--- src/rtl/bip_control_unit_if.sv ---
// ---------------------------------------------------------------------------
// bip_control_unit_if
// Bundles the signals between the BIP control unit and its surroundings
// (program memory, program counter, accumulator/ALU datapath, data memory).
//   instruction  : program memory word at the current PC
//   WrPC         : program counter increment pulse
//   SelA / SelB  : accumulator input select / ALU operand B select
//   WrAcc        : accumulator write enable
//   Op           : ALU operation (100000 add, 100010 sub, 000000 idle)
//   WrRam / RdRam: data memory write / read strobes
//   operand      : IR operand field (address or immediate)
//   halted       : high once HLT has executed
//   clk_count    : cycles since reset up to and including the halt cycle
//   instr_count  : retired (WrPC) instructions since reset
// modport master : the control unit (drives controls, reads instruction)
// modport slave  : the environment (drives instruction, reads controls)
// ---------------------------------------------------------------------------
interface bip_control_unit_if #(
    parameter int bits_address = 11,
    parameter int bits_opcode  = 5,
    parameter int bits_count   = 16
);
    logic [bits_opcode+bits_address-1:0] instruction;
    logic                                WrPC;
    logic [1:0]                          SelA;
    logic                                SelB;
    logic                                WrAcc;
    logic [5:0]                          Op;
    logic                                WrRam;
    logic                                RdRam;
    logic [bits_address-1:0]             operand;
    logic                                halted;
    logic [bits_count-1:0]               clk_count;
    logic [bits_count-1:0]               instr_count;

    modport master (
        input  instruction,
        output WrPC, SelA, SelB, WrAcc, Op, WrRam, RdRam, operand,
        output halted, clk_count, instr_count
    );

    modport slave (
        output instruction,
        input  WrPC, SelA, SelB, WrAcc, Op, WrRam, RdRam, operand,
        input  halted, clk_count, instr_count
    );
endinterface

--- src/rtl/bip_control_unit.sv ---
// ---------------------------------------------------------------------------
// bip_control_unit
// Multi-cycle FETCH / DECODE / MEM / HALT controller for the BIP processor.
// Captures the program memory word into the IR, decodes it and drives the
// datapath strobes, and keeps saturating cycle / retired-instruction counters.
// Ports:
//   clk   : rising-edge clock
//   reset : asynchronous, active-high reset
//   bus   : bip_control_unit_if.master (instruction in, controls/counters out)
// All controls are registered: the values shown in a state are computed on
// the edge that enters it, so an asynchronous reset clears them immediately.
// ---------------------------------------------------------------------------
module bip_control_unit #(
    parameter int bits_address = 11,
    parameter int bits_opcode  = 5,
    parameter int bits_count   = 16
) (
    input  logic                  clk,
    input  logic                  reset,
    bip_control_unit_if.master    bus
);
    typedef enum logic [1:0] {FETCH, DECODE, MEM, HALT} state_t;

    localparam logic [bits_opcode-1:0] OPC_HLT  = bits_opcode'(0);
    localparam logic [bits_opcode-1:0] OPC_STO  = bits_opcode'(1);
    localparam logic [bits_opcode-1:0] OPC_LD   = bits_opcode'(2);
    localparam logic [bits_opcode-1:0] OPC_LDI  = bits_opcode'(3);
    localparam logic [bits_opcode-1:0] OPC_ADD  = bits_opcode'(4);
    localparam logic [bits_opcode-1:0] OPC_ADDI = bits_opcode'(5);
    localparam logic [bits_opcode-1:0] OPC_SUB  = bits_opcode'(6);
    localparam logic [bits_opcode-1:0] OPC_SUBI = bits_opcode'(7);

    localparam logic [5:0] ALU_NONE = 6'b000000;
    localparam logic [5:0] ALU_ADD  = 6'b100000;
    localparam logic [5:0] ALU_SUB  = 6'b100010;

    localparam int IR_W = bits_opcode + bits_address;

    state_t                 state_q;
    logic [IR_W-1:0]        ir_q;
    logic                   wrpc_q;
    logic [1:0]             sela_q;
    logic                   selb_q;
    logic                   wracc_q;
    logic [5:0]             op_q;
    logic                   wrram_q;
    logic                   rdram_q;
    logic                   halted_q;
    logic [bits_count-1:0]  clk_count_q, clk_count_d;
    logic [bits_count-1:0]  instr_count_q, instr_count_d;

    logic [bits_opcode-1:0] fetch_opc;
    logic [bits_opcode-1:0] ir_opc;

    assign fetch_opc = bus.instruction[IR_W-1 -: bits_opcode];
    assign ir_opc    = ir_q[IR_W-1 -: bits_opcode];

    // Counters stick at all-ones instead of wrapping.
    function automatic logic [bits_count-1:0] sat_inc(input logic [bits_count-1:0] v);
        return (&v) ? v : v + bits_count'(1);
    endfunction

    always_comb begin
        clk_count_d   = (state_q != HALT) ? sat_inc(clk_count_q) : clk_count_q;
        instr_count_d = wrpc_q ? sat_inc(instr_count_q) : instr_count_q;
    end

    always_ff @(posedge clk or posedge reset) begin
        if (reset) begin
            state_q       <= FETCH;
            ir_q          <= '0;
            wrpc_q        <= 1'b0;
            sela_q        <= 2'b00;
            selb_q        <= 1'b0;
            wracc_q       <= 1'b0;
            op_q          <= ALU_NONE;
            wrram_q       <= 1'b0;
            rdram_q       <= 1'b0;
            halted_q      <= 1'b0;
            clk_count_q   <= '0;
            instr_count_q <= '0;
        end else begin
            clk_count_q   <= clk_count_d;
            instr_count_q <= instr_count_d;

            // Strobes are single-cycle unless the next state sets them again.
            wrpc_q  <= 1'b0;
            sela_q  <= 2'b00;
            selb_q  <= 1'b0;
            wracc_q <= 1'b0;
            op_q    <= ALU_NONE;
            wrram_q <= 1'b0;
            rdram_q <= 1'b0;

            case (state_q)
                FETCH: begin
                    ir_q    <= bus.instruction;
                    state_q <= DECODE;
                    // Decode straight from the incoming word so the DECODE
                    // cycle already presents its controls.
                    case (fetch_opc)
                        OPC_HLT: ;
                        OPC_STO: begin
                            wrram_q <= 1'b1;
                            wrpc_q  <= 1'b1;
                        end
                        OPC_LD, OPC_ADD, OPC_SUB: begin
                            rdram_q <= 1'b1;
                        end
                        OPC_LDI: begin
                            sela_q  <= 2'b01;
                            wracc_q <= 1'b1;
                            wrpc_q  <= 1'b1;
                        end
                        OPC_ADDI, OPC_SUBI: begin
                            sela_q  <= 2'b10;
                            selb_q  <= 1'b1;
                            op_q    <= (fetch_opc == OPC_ADDI) ? ALU_ADD : ALU_SUB;
                            wracc_q <= 1'b1;
                            wrpc_q  <= 1'b1;
                        end
                        default: begin
                            wrpc_q <= 1'b1;
                        end
                    endcase
                end
                DECODE: begin
                    case (ir_opc)
                        OPC_HLT: begin
                            state_q  <= HALT;
                            halted_q <= 1'b1;
                        end
                        OPC_LD, OPC_ADD, OPC_SUB: begin
                            // Memory operand arrives now; consume it in MEM.
                            state_q <= MEM;
                            rdram_q <= 1'b1;
                            wracc_q <= 1'b1;
                            wrpc_q  <= 1'b1;
                            if (ir_opc != OPC_LD) begin
                                sela_q <= 2'b10;
                                op_q   <= (ir_opc == OPC_ADD) ? ALU_ADD : ALU_SUB;
                            end
                        end
                        default: begin
                            state_q <= FETCH;
                        end
                    endcase
                end
                MEM: begin
                    state_q <= FETCH;
                end
                HALT: begin
                    state_q <= HALT;
                end
            endcase
        end
    end

    assign bus.WrPC        = wrpc_q;
    assign bus.SelA        = sela_q;
    assign bus.SelB        = selb_q;
    assign bus.WrAcc       = wracc_q;
    assign bus.Op          = op_q;
    assign bus.WrRam       = wrram_q;
    assign bus.RdRam       = rdram_q;
    assign bus.operand     = ir_q[bits_address-1:0];
    assign bus.halted      = halted_q;
    assign bus.clk_count   = clk_count_q;
    assign bus.instr_count = instr_count_q;
endmodule

--- src/flat_wrapper.sv ---
// flat-port wrapper written by rule: the top's interface ports become plain ports
module bip_control_unit_flat 
#(
    parameter int bits_address = 11,
    parameter int bits_opcode  = 5,
    parameter int bits_count   = 16
)
  (clk, reset, bus_instruction, bus_WrPC, bus_SelA, bus_SelB, bus_WrAcc, bus_Op, bus_WrRam, bus_RdRam, bus_operand, bus_halted, bus_clk_count, bus_instr_count);
  bip_control_unit_if #(.bits_address(bits_address), .bits_opcode(bits_opcode), .bits_count(bits_count)) bus_i ();
  input  logic clk;
  input  logic reset;
  input wire logic [$bits(bus_i.instruction)-1:0] bus_instruction;
  output wire logic [$bits(bus_i.WrPC)-1:0] bus_WrPC;
  output wire logic [$bits(bus_i.SelA)-1:0] bus_SelA;
  output wire logic [$bits(bus_i.SelB)-1:0] bus_SelB;
  output wire logic [$bits(bus_i.WrAcc)-1:0] bus_WrAcc;
  output wire logic [$bits(bus_i.Op)-1:0] bus_Op;
  output wire logic [$bits(bus_i.WrRam)-1:0] bus_WrRam;
  output wire logic [$bits(bus_i.RdRam)-1:0] bus_RdRam;
  output wire logic [$bits(bus_i.operand)-1:0] bus_operand;
  output wire logic [$bits(bus_i.halted)-1:0] bus_halted;
  output wire logic [$bits(bus_i.clk_count)-1:0] bus_clk_count;
  output wire logic [$bits(bus_i.instr_count)-1:0] bus_instr_count;
  assign bus_i.instruction = bus_instruction;
  assign bus_WrPC = bus_i.WrPC;
  assign bus_SelA = bus_i.SelA;
  assign bus_SelB = bus_i.SelB;
  assign bus_WrAcc = bus_i.WrAcc;
  assign bus_Op = bus_i.Op;
  assign bus_WrRam = bus_i.WrRam;
  assign bus_RdRam = bus_i.RdRam;
  assign bus_operand = bus_i.operand;
  assign bus_halted = bus_i.halted;
  assign bus_clk_count = bus_i.clk_count;
  assign bus_instr_count = bus_i.instr_count;
  bip_control_unit #(.bits_address(bits_address), .bits_opcode(bits_opcode), .bits_count(bits_count)) u_core (.clk(clk), .reset(reset), .bus(bus_i));
endmodule
--- config.mk ---
export PLATFORM = sky130hd
export DESIGN_NAME = bip_control_unit_flat
export DESIGN_NICKNAME = d
export VERILOG_FILES = /design/src/rtl/bip_control_unit_if.sv /design/src/rtl/bip_control_unit.sv /design/src/flat_wrapper.sv
export SDC_FILE = /design/constraint.sdc
export NUM_CORES = 1
export LEC_CHECK = 0
export CAP_MARGIN = 0
export CORE_MARGIN = 2
export CORE_UTILIZATION = 45
export DETAILED_ROUTE_END_ITERATION = 16
export GPL_TIMING_DRIVEN = 0
export PLACE_DENSITY = 0.76
export SKIP_LAST_GASP = 1
export SYNTH_ARGS = -nofsm -noshare
export SYNTH_HDL_FRONTEND = slang
export SYNTH_SLANG_ARGS = --single-unit
--- constraint.sdc ---
create_clock -name clk -period 4.6 [get_ports clk]
set_clock_uncertainty 0.15 [all_clocks]
set_input_delay 0.92 -clock clk [delete_from_list [all_inputs] [get_ports clk]]
set_output_delay 0.92 -clock clk [all_outputs]
set_load 0.02 [all_outputs]
==> results.py, run 1 <==
metrics = {
    "outcome": {
        "status": "finished, final reports clean",
    },
    "synth": {
        "synth_top_family_by_area": "simple AND/OR/NAND/NOR gates",
        "synth-compound-area-share_pct": 5.507,
        "synth_fa_ha_area_share_pct": 0.9255,
        "synth-xor-area-share_pct": 8.098,
        "synth_edf_count": 0,
        "synthMuxAreaShare_pct": 8.329,
        "synth_seq_cells": 59,
        "ys_seq_area_share_pct": 54.60,
        "syn_area_per_cell_um2": 11.70,
        "ys_types": 44,
        "syn-instance-count": 231,
        "async_reset_ff_share_pct": 100.0,
        "yosysWarnings": 0,
        "synth_simple_gate_area_share_pct": 16.52,
        "syn_area_mm2": 0.002704,
        "ys.flop_type": "dfrtp_1",
    },
    "sta": {
        "rsz0062_at_grt": "false",
        "tns_ps": 0,
        "finalMaxSlewViolations": 0,
        "tightestPinTransition_ps": 627.1,
        "final-setup-viol-count": 0,
        "fmax_mhz": 400.2,
        "hold_viol": 0,
        "post-route-min-period_ps": 2499,
        "finalCritPeriodShare_pct": 54.32,
        "relSlewSlack_pct": 57.81,
    },
    "min_path": {
        "hp-start": "u_core.bus.halted$_DFFE_PP0P_",
        "hold_path_end": "u_core.bus.halted$_DFFE_PP0P_",
        "hold_depth": 1,
        "min_path_type": "reg -> reg",
    },
    "drt": {
        "drc": 0,
        "first_pass_iters": 4,
        "routed_wl_um": 5389,
        "drt-initial-drc-count": 61,
        "vias": 2033,
        "routed_via_density": 5.147,
        "ant_nets": 0,
        "wl_per_cell_um": 13.64,
    },
    "global_route": {
        "first_global_vias": 1942,
        "grt_max_degree": 43,
        "grt-ovfl-total": 0,
        "grt_util_all_layers_pct": 18.06,
        "antenna_found_initial": 0,
        "grt_first_pass_wirelength_um": 9039,
    },
    "finish": {
        "drive_above_1_share_pct": 20.00,
        "diodes": 0,
        "nets": 336,
        "synthToLayoutAreaGrowth_pct": 37.16,
    },
    "clock_network": {
        "postCtsHoldBufs": 0,
        "cts_setup_buffers": 0,
        "numClockSinks": 59,
        "clk_latency_ps": 330,
        "clk_path_buf_depth": 2,
        "cts_resized": 0,
        "htree_num_levels": 3,
        "cts_tree": "done",
        "cts_made_buffers": 9,
        "root_buffer": "clkbuf_8",
        "path_clk_slew_ps": 70,
    },
    "critical_path": {
        "end_kind": "primary output",
        "worstReg2RegStart": "u_core.bus.instr_count[0]$_DFFE_PP0P_",
        "cp.arrival_ps": 1430,
        "r2r_cells": 6,
        "crit_path_max_fanout": 6,
        "critPathTopFamily": "buffers and inverters",
        "r2r_slack_ps": 2530,
        "reg2reg_to": "u_core.bus.instr_count[3]$_DFFE_PP0P_",
        "cp_num_buf_inv": 1,
        "cp_slowest_cell": "clkdlybuf4s50_1",
        "critical_path_class": "reg -> out",
        "cp.required_ps": 3530,
        "crit_chain": "clkdlybuf4s50_1",
        "startpoint_type": "flop",
        "critPathMaxStageDelay_ps": 650,
    },
    "placement": {
        "io_buffers": 70,
        "place.gp.congestion": 0.8679,
        "hpwlAfterDp_um": 3883,
    },
    "floorplanning": {
        "start_util_pct": 46.21,
        "die_x_um": 81.52,
        "core_area_mm2": 0.005851,
        "rows": 28,
        "floorplan.die_area_mm2": 0.006645,
        "ios": 75,
        "die_h_um": 81.52,
    },
    "pwr": {
        "pwr-share-seq_pct": 38.1,
        "power_mw": 2.188,
        "p_leak_nw": 1.596,
        "p_comb_share_pct": 42.3,
        "swShare_pct": 35.13,
        "p_sw_mw": 0.7686,
        "pwr-share-clk_pct": 19.6,
        "ir_worst_vdd_uv": 349.8,
        "internal-power_mw": 1.419,
        "p_per_area_mw_per_mm2": 589.9,
    },
    "job": {
        "maxCapViolCount": 0,
    },
}
## state kept, by name, indices dropped and copies added, names as in the netlist, 2 cells and up
name,flops
u_core.bus.SelA,2
u_core.bus.instr_count,16
u_core.state_q,2
u_core.bus.clk_count,16
u_core.ir_q,16
## cells by family after synthesis
group,count (synthesis)
AND/OR/NAND/NOR,79
flip-flops,59
XOR/XNOR,25
buffers and inverters,24
AO/OA/AOI/OAI,21
multiplexers,20
adder cells (fa/ha/maj),2
other,1
## power groups by stage
stage | clock (mW) | sequential [mW] | combinational, mW
6_report | 0.429 | 0.833 | 0.926
2_1_floorplan | 0 | 0.909 | 0.498
5_1_grt | 0.466 | 0.859 | 1.01
3_3_place_gp | 0 | 0.833 | 0.915
3_5_place_dp | 0 | 0.842 | 0.931
4_1_cts | 0.441 | 0.835 | 0.937
## Yosys cell counts, drive strengths merged (2+ instances only)
cell / count / area [um^2]
and4: 2 / 17.52
nand3: 12 / 65.06
o21ai: 2 / 10.01
dfrtp: 59 / 1476
xnor2: 15 / 131.4
ha: 2 / 25.02
nor2: 12 / 47.55
nor3: 10 / 55.05
xor2: 10 / 87.58
nor3b: 2 / 20.02
buf: 18 / 136.4
inv: 5 / 18.77
nand4: 14 / 100.1
a21o: 2 / 15.01
mux2: 20 / 225.2
a21oi: 6 / 30.03
nor4: 4 / 31.28
nand2: 16 / 60.06
and3: 2 / 12.51
o21bai: 2 / 15.01
or4: 2 / 18.77
## metrics by stage
step | util (%) | std cells | area [um^2] | worst slack (ps) | hold WS, ps
after floorplan | - | 234 | 2715 | 2074 | 332.0
after global placement | 59.99 | 379 | 3510 | 1002 | 300.5
after detailed placement | 60.33 | 380 | 3530 | 2364 | 305.6
after CTS | 63.39 | 395 | 3709 | 2073 | 326.3
after global routing | 63.39 | 395 | 3709 | 2017 | 341.1
final | 63.39 | 395 | 3709 | 2101 | 321.4
## how the worst max path moves through the flow
stage / startpoint / endpoint / slack (ps) / cells past startpoint
after floorplan: reset / u_core.bus.Op[1]$_DFF_PP0_ / 2070 / 1
after global placement: reset / u_core.ir_q[9]$_DFFE_PP0P_ / 1000 / 2
after detailed placement: bus_instruction[15] / u_core.bus.Op[1]$_DFF_PP0_ / 2360 / 5
after CTS: u_core.bus.instr_count[2]$_DFFE_PP0P_ / bus_instr_count[2] / 2070 / 1
after global routing: u_core.bus.instr_count[5]$_DFFE_PP0P_ / bus_instr_count[5] / 2020 / 1
final: u_core.bus.clk_count[2]$_DFFE_PP0P_ / bus_clk_count[2] / 2100 / 1
## metal layers
layer	track usage [%]	routed length [um]	vias to the layer above
li1	-	-	971
met1	23.01	2361	988
met2	28.77	2626	63
met3	4.615	292	11
met4	8.644	110	0
met5	0	0	-
## cell type report
cell class                      instances  area, um^2
Multi-Input combinational cell        151        1080
Clock inverter                          2       10.01
Clock buffer                           13       168.9
Fill cell                             439        2142
Timing Repair Buffer                   71       720.7
Buffer                                 19       140.1
Tap cell                               75       93.84
Inverter                                5       18.77
Sequential cell                        59        1476
## cells in the final DEF (no fill, tap or decap), types with 3 or more instances in the layout
cell type,count
clkdlybuf4s50_1,70
dfrtp_1,59
xor2_1,10
a21oi_1,6
nand4_1,12
nor3_1,9
buf_4,16
nor2_1,11
mux2_2,20
xnor2_1,15
nand2_1,16
clkbuf_8,12
nor4_1,3
inv_1,4
nand3_1,11
conb_1,4
No activity file was read; power rests on OpenSTA's default activity.
==> run 2, diff against run 1 <==
==> constraint.sdc (replaced) <==
create_clock -name clk -period 2.4 [get_ports clk]
set_clock_uncertainty 0.15 [all_clocks]
set_input_delay 0.48 -clock clk [delete_from_list [all_inputs] [get_ports clk]]
set_output_delay 0.48 -clock clk [all_outputs]
set_load 0.02 [all_outputs]
==> results of run 2 <==
Same layout as run 1 (identical final DEF). Status: finished, final reports clean.
Main changes from that run: setup slack after placement 2364 ps -> 343.7 ps; clock-pin slew on the worst setup and hold paths 70 ps -> 60 ps; setup slack after layout 2101 ps -> 330.4 ps; start point of the critical path u_core.bus.clk_count[2]$_DFFE_PP0P_ -> u_core.bus.instr_count[0]$_DFFE_PP0P_; end point of the critical path bus_clk_count[2] -> u_core.bus.instr_count[3]$_DFFE_PP0P_; register-to-register setup slack 2530 ps -> 330 ps; total power 2.188 mW -> 4.193 mW; worst IR drop on VDD 349.8 uV -> 670.4 uV
